### src/rtl/div_pkg.sv
// div_pkg: shared types and constants for the sequential restoring divider
//   state_t       - divider FSM states
//   DEFAULT_WIDTH - default operand/result width
//   CNT_W         - step counter width for the default width
package div_pkg;
    typedef enum logic [1:0] {IDLE, RUN, DONE} state_t;
    localparam int DEFAULT_WIDTH = 8;
    localparam int CNT_W = $clog2(DEFAULT_WIDTH);
endpackage

### src/rtl/seq_divide_cell_if.sv
// seq_divide_cell_if: start/busy/done handshake between ALU sequencer and divider
//   master (sequencer): drives start, dividend, divisor; observes results
//   slave  (divider)  : observes request; drives busy, done, quotient, remainder, div_by_zero
interface seq_divide_cell_if
    import div_pkg::*;
#(
    parameter int WIDTH = DEFAULT_WIDTH
);
    logic             start;
    logic [WIDTH-1:0] dividend;
    logic [WIDTH-1:0] divisor;
    logic             busy;
    logic             done;
    logic [WIDTH-1:0] quotient;
    logic [WIDTH-1:0] remainder;
    logic             div_by_zero;

    modport master (
        output start, dividend, divisor,
        input  busy, done, quotient, remainder, div_by_zero
    );

    modport slave (
        input  start, dividend, divisor,
        output busy, done, quotient, remainder, div_by_zero
    );
endinterface

### src/rtl/div_step.sv
// div_step: one combinational restoring-division step
//   rem_in  - current partial remainder (always < divisor)
//   bit_in  - next dividend bit shifted into the trial value
//   divisor - denominator
//   rem_out - new partial remainder
//   q_bit   - quotient bit produced by this step
(* keep_hierarchy = "yes" *)
module div_step
    import div_pkg::*;
#(
    parameter int WIDTH = DEFAULT_WIDTH
) (
    input  logic [WIDTH-1:0] rem_in,
    input  logic             bit_in,
    input  logic [WIDTH-1:0] divisor,
    output logic [WIDTH-1:0] rem_out,
    output logic             q_bit
);
    logic [WIDTH:0] trial;

    // trial is one bit wider so the compare never overflows; the result
    // is below the divisor and therefore fits back into WIDTH bits
    always_comb begin
        trial   = {rem_in, bit_in};
        q_bit   = trial >= {1'b0, divisor};
        rem_out = WIDTH'(q_bit ? trial - {1'b0, divisor} : trial);
    end
endmodule

### src/rtl/seq_divide_cell.sv
// seq_divide_cell: multi-cycle unsigned restoring divider, one quotient bit per cycle
//   clk - clock, rising edge
//   rst - synchronous active-high reset
//   bus - slave side of seq_divide_cell_if (start/operands in, busy/done/results out)
module seq_divide_cell
    import div_pkg::*;
#(
    parameter int WIDTH = DEFAULT_WIDTH
) (
    input logic              clk,
    input logic              rst,
    seq_divide_cell_if.slave bus
);
    localparam int CW = $clog2(WIDTH);

    state_t           state, state_nxt;
    logic [CW-1:0]    cnt;
    logic [WIDTH-1:0] prem;
    logic [WIDTH-1:0] sreg;
    logic [WIDTH-1:0] dvs;
    logic [WIDTH-1:0] q;
    logic [WIDTH-1:0] r;
    logic             dbz;
    logic [WIDTH-1:0] rem_nxt;
    logic             q_bit;
    logic             accept;
    logic             last;

    div_step #(.WIDTH(WIDTH)) u_step (
        .rem_in  (prem),
        .bit_in  (sreg[WIDTH-1]),
        .divisor (dvs),
        .rem_out (rem_nxt),
        .q_bit   (q_bit)
    );

    // DONE accepts a new start just like IDLE, giving back-to-back operation
    always_comb begin
        accept    = state != RUN && bus.start;
        last      = cnt == CW'(WIDTH - 1);
        state_nxt = accept ? (bus.divisor == '0 ? DONE : RUN)
                  : state == RUN ? (last ? DONE : RUN)
                  : IDLE;
    end

    // the shift register starts as the dividend and fills with quotient bits
    always_ff @(posedge clk) begin
        if (rst) begin
            state <= IDLE;
            cnt   <= '0;
            prem  <= '0;
            sreg  <= '0;
            dvs   <= '0;
            q     <= '0;
            r     <= '0;
            dbz   <= 1'b0;
        end else begin
            state <= state_nxt;
            if (accept) begin
                dvs  <= bus.divisor;
                sreg <= bus.dividend;
                prem <= '0;
                cnt  <= '0;
                dbz  <= bus.divisor == '0;
                if (bus.divisor == '0) begin
                    q <= '1;
                    r <= bus.dividend;
                end
            end else if (state == RUN) begin
                prem <= rem_nxt;
                sreg <= {sreg[WIDTH-2:0], q_bit};
                cnt  <= cnt + 1'b1;
                if (last) begin
                    q <= {sreg[WIDTH-2:0], q_bit};
                    r <= rem_nxt;
                end
            end
        end
    end

    assign bus.busy        = state == RUN;
    assign bus.done        = state == DONE;
    assign bus.quotient    = q;
    assign bus.remainder   = r;
    assign bus.div_by_zero = dbz;
endmodule
### src/flat_wrapper.sv
// flat-port wrapper written by rule: the top's interface ports become plain ports
module seq_divide_cell_flat import div_pkg::*;
#(
    parameter int WIDTH = DEFAULT_WIDTH
)
  (clk, rst, bus_start, bus_dividend, bus_divisor, bus_busy, bus_done, bus_quotient, bus_remainder, bus_div_by_zero);
  seq_divide_cell_if #(.WIDTH(WIDTH)) bus_i ();
  input logic clk;
  input logic rst;
  input wire logic [$bits(bus_i.start)-1:0] bus_start;
  input wire logic [$bits(bus_i.dividend)-1:0] bus_dividend;
  input wire logic [$bits(bus_i.divisor)-1:0] bus_divisor;
  output wire logic [$bits(bus_i.busy)-1:0] bus_busy;
  output wire logic [$bits(bus_i.done)-1:0] bus_done;
  output wire logic [$bits(bus_i.quotient)-1:0] bus_quotient;
  output wire logic [$bits(bus_i.remainder)-1:0] bus_remainder;
  output wire logic [$bits(bus_i.div_by_zero)-1:0] bus_div_by_zero;
  assign bus_i.start = bus_start;
  assign bus_i.dividend = bus_dividend;
  assign bus_i.divisor = bus_divisor;
  assign bus_busy = bus_i.busy;
  assign bus_done = bus_i.done;
  assign bus_quotient = bus_i.quotient;
  assign bus_remainder = bus_i.remainder;
  assign bus_div_by_zero = bus_i.div_by_zero;
  seq_divide_cell #(.WIDTH(WIDTH)) u_core (.clk(clk), .rst(rst), .bus(bus_i));
endmodule
### config.mk
export PLATFORM = sky130hd
export DESIGN_NAME = seq_divide_cell_flat
export DESIGN_NICKNAME = d
export VERILOG_FILES = /design/src/rtl/div_pkg.sv /design/src/rtl/seq_divide_cell_if.sv /design/src/rtl/div_step.sv /design/src/rtl/seq_divide_cell.sv /design/src/flat_wrapper.sv
export SDC_FILE = /design/constraint.sdc
export NUM_CORES = 1
export LEC_CHECK = 0
export CORE_MARGIN = 2
export CORE_UTILIZATION = 45
export CTS_CLUSTER_DIAMETER = 200
export DETAILED_ROUTE_END_ITERATION = 10
export GPL_ROUTABILITY_DRIVEN = 1
export PLACE_DENSITY_LB_ADDON = 0.15
export SLEW_MARGIN = 10
export SYNTH_ARGS = -nofsm -noshare
export SYNTH_HDL_FRONTEND = slang
export SYNTH_HIERARCHICAL = 1
export SYNTH_SLANG_ARGS = --single-unit
### constraint.sdc
create_clock -name clk -period 3.3 [get_ports clk]
set_input_delay 0.33 -clock clk [delete_from_list [all_inputs] [get_ports clk]]
set_output_delay 0.33 -clock clk [all_outputs]
set_load 0.01 [all_outputs]
==> impl_metrics.tcl, run 1 <==
set metrics [dict create \
    status "completed" \
    worstPathRequired_ns 3.47 \
    leakagePower_nw 1.16 \
    cpMaxStageDelayCell "fa_1" \
    critPathTopFamily "adder cells" \
    fin_crit_ns 2.40 \
    layout_commonest_cell "dfxtp_1" \
    finClkSkew_ns 0.00654 \
    grt_usage_pct 18.3 \
    std_cell_rows 27 \
    clk_pin_slew_ns 0.08 \
    dieHeight_um 78.5 \
    antenna_found_initial 0 \
    drt_iter0_drc 90 \
    io_buffer_count 37 \
    synth_warnings 6 \
    routed_via_density 5.30 \
    syn2layout_area_growth_pct 19.2 \
    remaining_drc_errors 0 \
    synth.cell_area_sq_um 2500 \
    syn_area_per_cell_sq_um 8.98 \
    post_cts_buffers 0 \
    grt-ovfl-total 0 \
    final_cells 379 \
    grt_pass1_wl_um 8910 \
    cts.path.max_buffers 2 \
    io_pins 38 \
    drv_cap 0 \
    max_stage_delay_ns 0.42 \
    routed_wirelength_um 5400 \
    num_vias 2007 \
    cts-root-buf "clkbuf_8" \
    rsz0062_at_grt "false" \
    diodes 0 \
    critical_path.max_fanout 3 \
    power_density_nw_per_um2 447 \
    syn_inst 278 \
    dp_hpwl_um 3880 \
    drtAntennaViolNets 0 \
    final_cell_mix "dfxtp_1, nand2_1, clkdlybuf4s50_1" \
    layout-drive-gt1-share_pct 10.1 \
    worstPathArrival_ns 2.56 \
    yosysSeqAreaShare_pct 36.9 \
    critPathKind "flop to flop" \
    worst_skew_pair.late_latency_ns 0.30 \
    ctsHoldBuffers 0 \
    die_area_sq_um 6160 \
    gp_congestion 0.783 \
    dr.pass1.iters 5 \
    tns_ns 0 \
    finalSetupViolCount 0 \
    cp-start-kind "flop" \
    final_max_slew_viol_count 0 \
    max_slew_margin_pct 47.9 \
    dp.cells 371 \
    start_util_pct 45.9 \
    critPathBufInv 1 \
    cts_resized 0 \
    hold_path_class "flop to flop" \
    cts_buffers 5 \
    wl_per_cell_um 14.2 \
    period_share_pct 72.7 \
    cts_tree "yes" \
    tightest_slew_ns 0.782 \
    path_cells "inv_1 -> ha_1 -> fa_1 -> nor2b_1 -> o31a_2 -> nor4_1 -> a311o_1 -> mux2_2 -> mux2i_1 -> o31ai_2" \
    synth_nets 308 \
    synthDistinctLibCells 47 \
    die_w_um 78.5 \
    grt_max_degree 44 \
    h-tree-depth 2 \
    hold_viol 0 \
    synth_seq_cells 46 \
    clock-sinks 46 \
    max_clock_freq_mhz 417 \
    core-area_sq_um 5440 \
    peakVddDrop_uv 290 \
    fin_nets 336 \
    grt_pass1_vias 1878 \
    cp-end-kind "flop" \
]
final timing paths:
| kind | startpoint | slack [ns] | cells after the start | end |
|---|---|---|---|---|
| setup / recovery | u_core/sreg[7]$_SDFFE_PP0P_ | 0.90 | 10 | u_core/bus.remainder[6]$_SDFFE_PP0P_ |
| hold / removal | u_core/dvs[7]$_SDFFE_PP0P_ | 0.46 | 2 | u_core/dvs[7]$_SDFFE_PP0P_ |
| setup reg to reg | u_core/sreg[7]$_SDFFE_PP0P_ | 0.90 | 10 | u_core/bus.remainder[6]$_SDFFE_PP0P_ |
| hold reg to reg | u_core/dvs[7]$_SDFFE_PP0P_ | 0.46 | 2 | u_core/dvs[7]$_SDFFE_PP0P_ |
layer usage:
layer | vias to the layer above | global-route usage, % | wire length (um)
met5 | - | 0 | 0
met2 | 29 | 29.1 | 2500
met4 | 0 | 4.91 | 54
li1 | 1017 | - | -
met3 | 5 | 4.02 | 190
met1 | 956 | 25.1 | 2650
synth_stat cells, drive strengths merged:
cell type  count  area (sq um)
nor3           9          60.1
nand3          2          10.0
xor2           1          8.76
o31a           1          10.0
and3b          1          8.76
a211oi         9          67.6
o21ai          5          28.8
nor3b          1          7.51
nand3b         8          60.1
and2           2          12.5
nor2          22          82.6
dfxtp         46           921
a21oi         24           135
or2b           1          7.51
o21a           1          7.51
xnor2          3          26.3
a21o           3          22.5
mux2           5          56.3
clkbuf         7          26.3
a31oi          1          6.26
a311oi         1          8.76
nand2b         2          20.0
ha            10           125
a41oi          2          55.1
mux2i         18           180
o22a           1          8.76
fa             1          20.0
nor2b         10          85.1
nand2         42           158
nor4           3          48.8
buf           11          77.6
a41o           1          10.0
o31ai          8          65.1
or3            1          6.26
inv           14          52.6
a311o          1          10.0
worst register-to-register path, stage by stage, from the launching register on:
cell,delay [ns]
dfxtp_1,0.34
inv_1,0.06
ha_1,0.24
fa_1,0.42
nor2b_1,0.16
o31a_2,0.18
nor4_1,0.05
a311o_1,0.31
mux2_2,0.28
mux2i_1,0.16
o31ai_2,0.08
registers in the layout, indices dropped and copies added (netlist names):
signal,cells
u_core/bus.quotient,8
u_core/bus.remainder,8
u_core/dvs,8
u_core/prem,8
u_core/sreg,8
u_core/cnt,3
u_core/state,2
u_core/bus.div_by_zero,1
layout make-up:
| type | count | area, sq um |
|---|---|---|
| inverters | 14 | 52.6 |
| fillers | 504 | 2460 |
| well taps | 72 | 90.1 |
| clock inverters | 3 | 40.0 |
| clock buffers | 5 | 68.8 |
| flip-flops and latches | 46 | 921 |
| multi-input cells | 200 | 1420 |
| repair buffers | 39 | 385 |
stage by stage:
stage               worst slack, ns  hold WS, ns  power, mW  util, %  cell area (sq um)
floorplan                      1.10        0.435      0.851        -               2500
global placement              0.929        0.445      0.925     52.7               2870
detailed placement            0.926        0.450      0.927     52.7               2870
CTS                           0.899        0.463       1.34     54.7               2980
global route                  0.759        0.480       1.39     54.7               2980
finish                        0.903        0.457       1.33     54.7               2980
report_power, final:
group	leakage [nW]	internal (mW)	switching, mW
Sequential	0.374	0.578	0.0178
Clock	0.0579	0.223	0.191
Combinational	0.728	0.147	0.173
logic make-up (layout without fill, tap and decap cells):
logic type      after synthesis  count (layout)  share of synthesized area [%]
buf+inv                      32              61                           6.27
simple gates                104             104                           22.7
fa+ha+maj                    11              11                           5.81
flops                        46              46                           36.9
mux                          23              23                           9.47
xor+xnor                      4               4                           1.40
compound gates               58              58                           17.4
(Power assumes the default switching activity.)
==> inputs of run 2 (changes only) <==
clock period = 2.4 ns   (was 3.3 ns; I/O delays follow)
==> run 2 against run 1 <==
Clock power up 15%; non-clock buffer count grew 6; largest cell class unchanged; sequential cell count unchanged; hold slack worse by 0.0015 ns; first-iteration DRC count is 8.9% lower; utilization rose by 0.85 points; die area stayed put; total power rose by 32%; register-to-register slack got worse by 0.73 ns; sequential share of layout area shrank 0.43 points; critical endpoint unchanged; wire length shrank 1.1%; highest routed layer unchanged.
==> impl_metrics.tcl, run 2 (same netlist as run 1, synthesis figures left out) <==
set metrics [dict create \
    cts_buffers 5 \
    cp-end-kind "flop" \
    leakagePower_nw 1.18 \
    finClkSkew_ns 0.00664 \
    drtAntennaViolNets 0 \
    routed_wirelength_um 5340 \
    layout-drive-gt1-share_pct 12.8 \
    hold_path_class "flop to flop" \
    dp_hpwl_um 3920 \
    worst_skew_pair.late_latency_ns 0.29 \
    period_share_pct 92.9 \
    cts.path.max_buffers 2 \
    diodes 0 \
    io_buffer_count 37 \
    num_vias 1992 \
    std_cell_rows 27 \
    remaining_drc_errors 0 \
    worstPathRequired_ns 2.55 \
    setup_ws_ns 0.169 \
    swShare_pct 29.0 \
    tns_ns 0 \
    final_max_slew_viol_count 0 \
    fin_nets 342 \
    wl_per_cell_um 13.9 \
    max_clock_freq_mhz 448 \
    hold_viol 0 \
    grt-ovfl-total 0 \
    combPwrFrac_pct 26.1 \
    power_density_nw_per_um2 579 \
    routed_via_density 5.17 \
    switchingPower_mw 0.508 \
    peakVddDrop_uv 351 \
    drt_iter0_drc 82 \
    cts-root-buf "clkbuf_8" \
    dieHeight_um 78.5 \
    grt_pass1_vias 1931 \
    gp_congestion 0.806 \
    clockPowerShare_pct 27.1 \
    grt_max_degree 44 \
    drv_cap 0 \
    die_area_sq_um 6160 \
    h-tree-depth 2 \
    dr.pass1.iters 4 \
    critical_path.max_fanout 8 \
    io_pins 38 \
    finalSetupViolCount 0 \
    clock-sinks 46 \
    ctsHoldBuffers 0 \
    critPathKind "flop to flop" \
    final_cell_mix "dfxtp_1, nand2_1, clkdlybuf4s50_1" \
    cts_tree "yes" \
    status "completed" \
    antenna_found_initial 0 \
    n_fill_cell 502 \
    fin_crit_ns 2.23 \
    pre_cts_ws_ns 0.0611 \
    die_w_um 78.5 \
    core-area_sq_um 5440 \
    worstPathArrival_ns 2.38 \
    pwr-share-seq_pct 46.8 \
    syn2layout_area_growth_pct 21.1 \
    grt_usage_pct 18.5 \
    clk_pin_slew_ns 0.08 \
    max_slew_margin_pct 49.1 \
    power.internal_mw 1.24 \
    rsz0062_at_grt "false" \
    start_util_pct 45.9 \
    cp-start-kind "flop" \
    layout_commonest_cell "dfxtp_1" \
    tightest_slew_ns 0.761 \
    grt_pass1_wl_um 9160 \
]
==> run 2: through the flow <==
stage / hold WS (ns) / cell area (sq um) / utilization (%) / instances / power (mW)
global route: 0.484 / 3020 / 55.6 / 385 / 1.85
finish: 0.455 / 3020 / 55.6 / 385 / 1.75
floorplan: 0.376 / 2500 / - / 278 / 1.17
global placement: 0.444 / 2900 / 53.3 / 375 / 1.28
CTS: 0.458 / 2990 / 55.0 / 383 / 1.75
detailed placement: 0.447 / 2900 / 53.3 / 375 / 1.28
==> run 2: layout make-up <==
cell class / count / area [sq um] / area share, %
multi-input cells: 200 / 1440 / 47.5
flip-flops and latches: 46 / 922 / 30.5
repair buffers: 45 / 430 / 14.2
well taps: 72 / 90.1 / 2.98
clock buffers: 7 / 86.3 / 2.86
inverters: 14 / 52.6 / 1.74
clock inverters: 1 / 5.00 / 0.166
==> run 2: path summary, 6_finish.rpt <==
| check | start | end | slack [ns] | cells past startpoint |
|---|---|---|---|---|
| setup / recovery | u_core/dvs[3]$_SDFFE_PP0P_ | u_core/bus.remainder[6]$_SDFFE_PP0P_ | 0.17 | 9 |
| hold reg to reg | u_core/dvs[6]$_SDFFE_PP0P_ | u_core/dvs[6]$_SDFFE_PP0P_ | 0.46 | 2 |
| setup reg to reg | u_core/dvs[3]$_SDFFE_PP0P_ | u_core/bus.remainder[6]$_SDFFE_PP0P_ | 0.17 | 9 |
| hold / removal | u_core/dvs[6]$_SDFFE_PP0P_ | u_core/dvs[6]$_SDFFE_PP0P_ | 0.46 | 2 |
==> run 2: metal layers <==
metal,wire [um],global-route usage (%)
met5,0,0
met1,2610,26.0
met3,175,4.02
met2,2510,28.7
met4,42,5.26
==> run 2: power by group through the flow <==
stage | sequential (mW) | combinational [mW] | clock [mW]
after floorplan | 0.829 | 0.341 | 0
after global placement | 0.835 | 0.444 | 0
after detailed placement | 0.835 | 0.443 | 0
after CTS | 0.818 | 0.448 | 0.489
after global routing | 0.823 | 0.511 | 0.518
final | 0.819 | 0.457 | 0.475
==> run 2: worst max-delay path: stages, from the launching register on <==
cell and delay [ns]:
dfxtp_1 0.33, inv_1 0.04, ha_1 0.33, a21o_1 0.21, a21oi_4 0.15, o21ai_2 0.09, a41oi_4 0.30, mux2_2 0.39
mux2i_1 0.17, o31ai_2 0.07
==> run 2: repair_timing <==
| item | 4_1_cts | 5_1_grt |
|---|---|---|
| gates resized for setup | 0 | 6 |
| setup endpoints to repair | 0 | 7 |
| setup buffers | 0 | 2 |
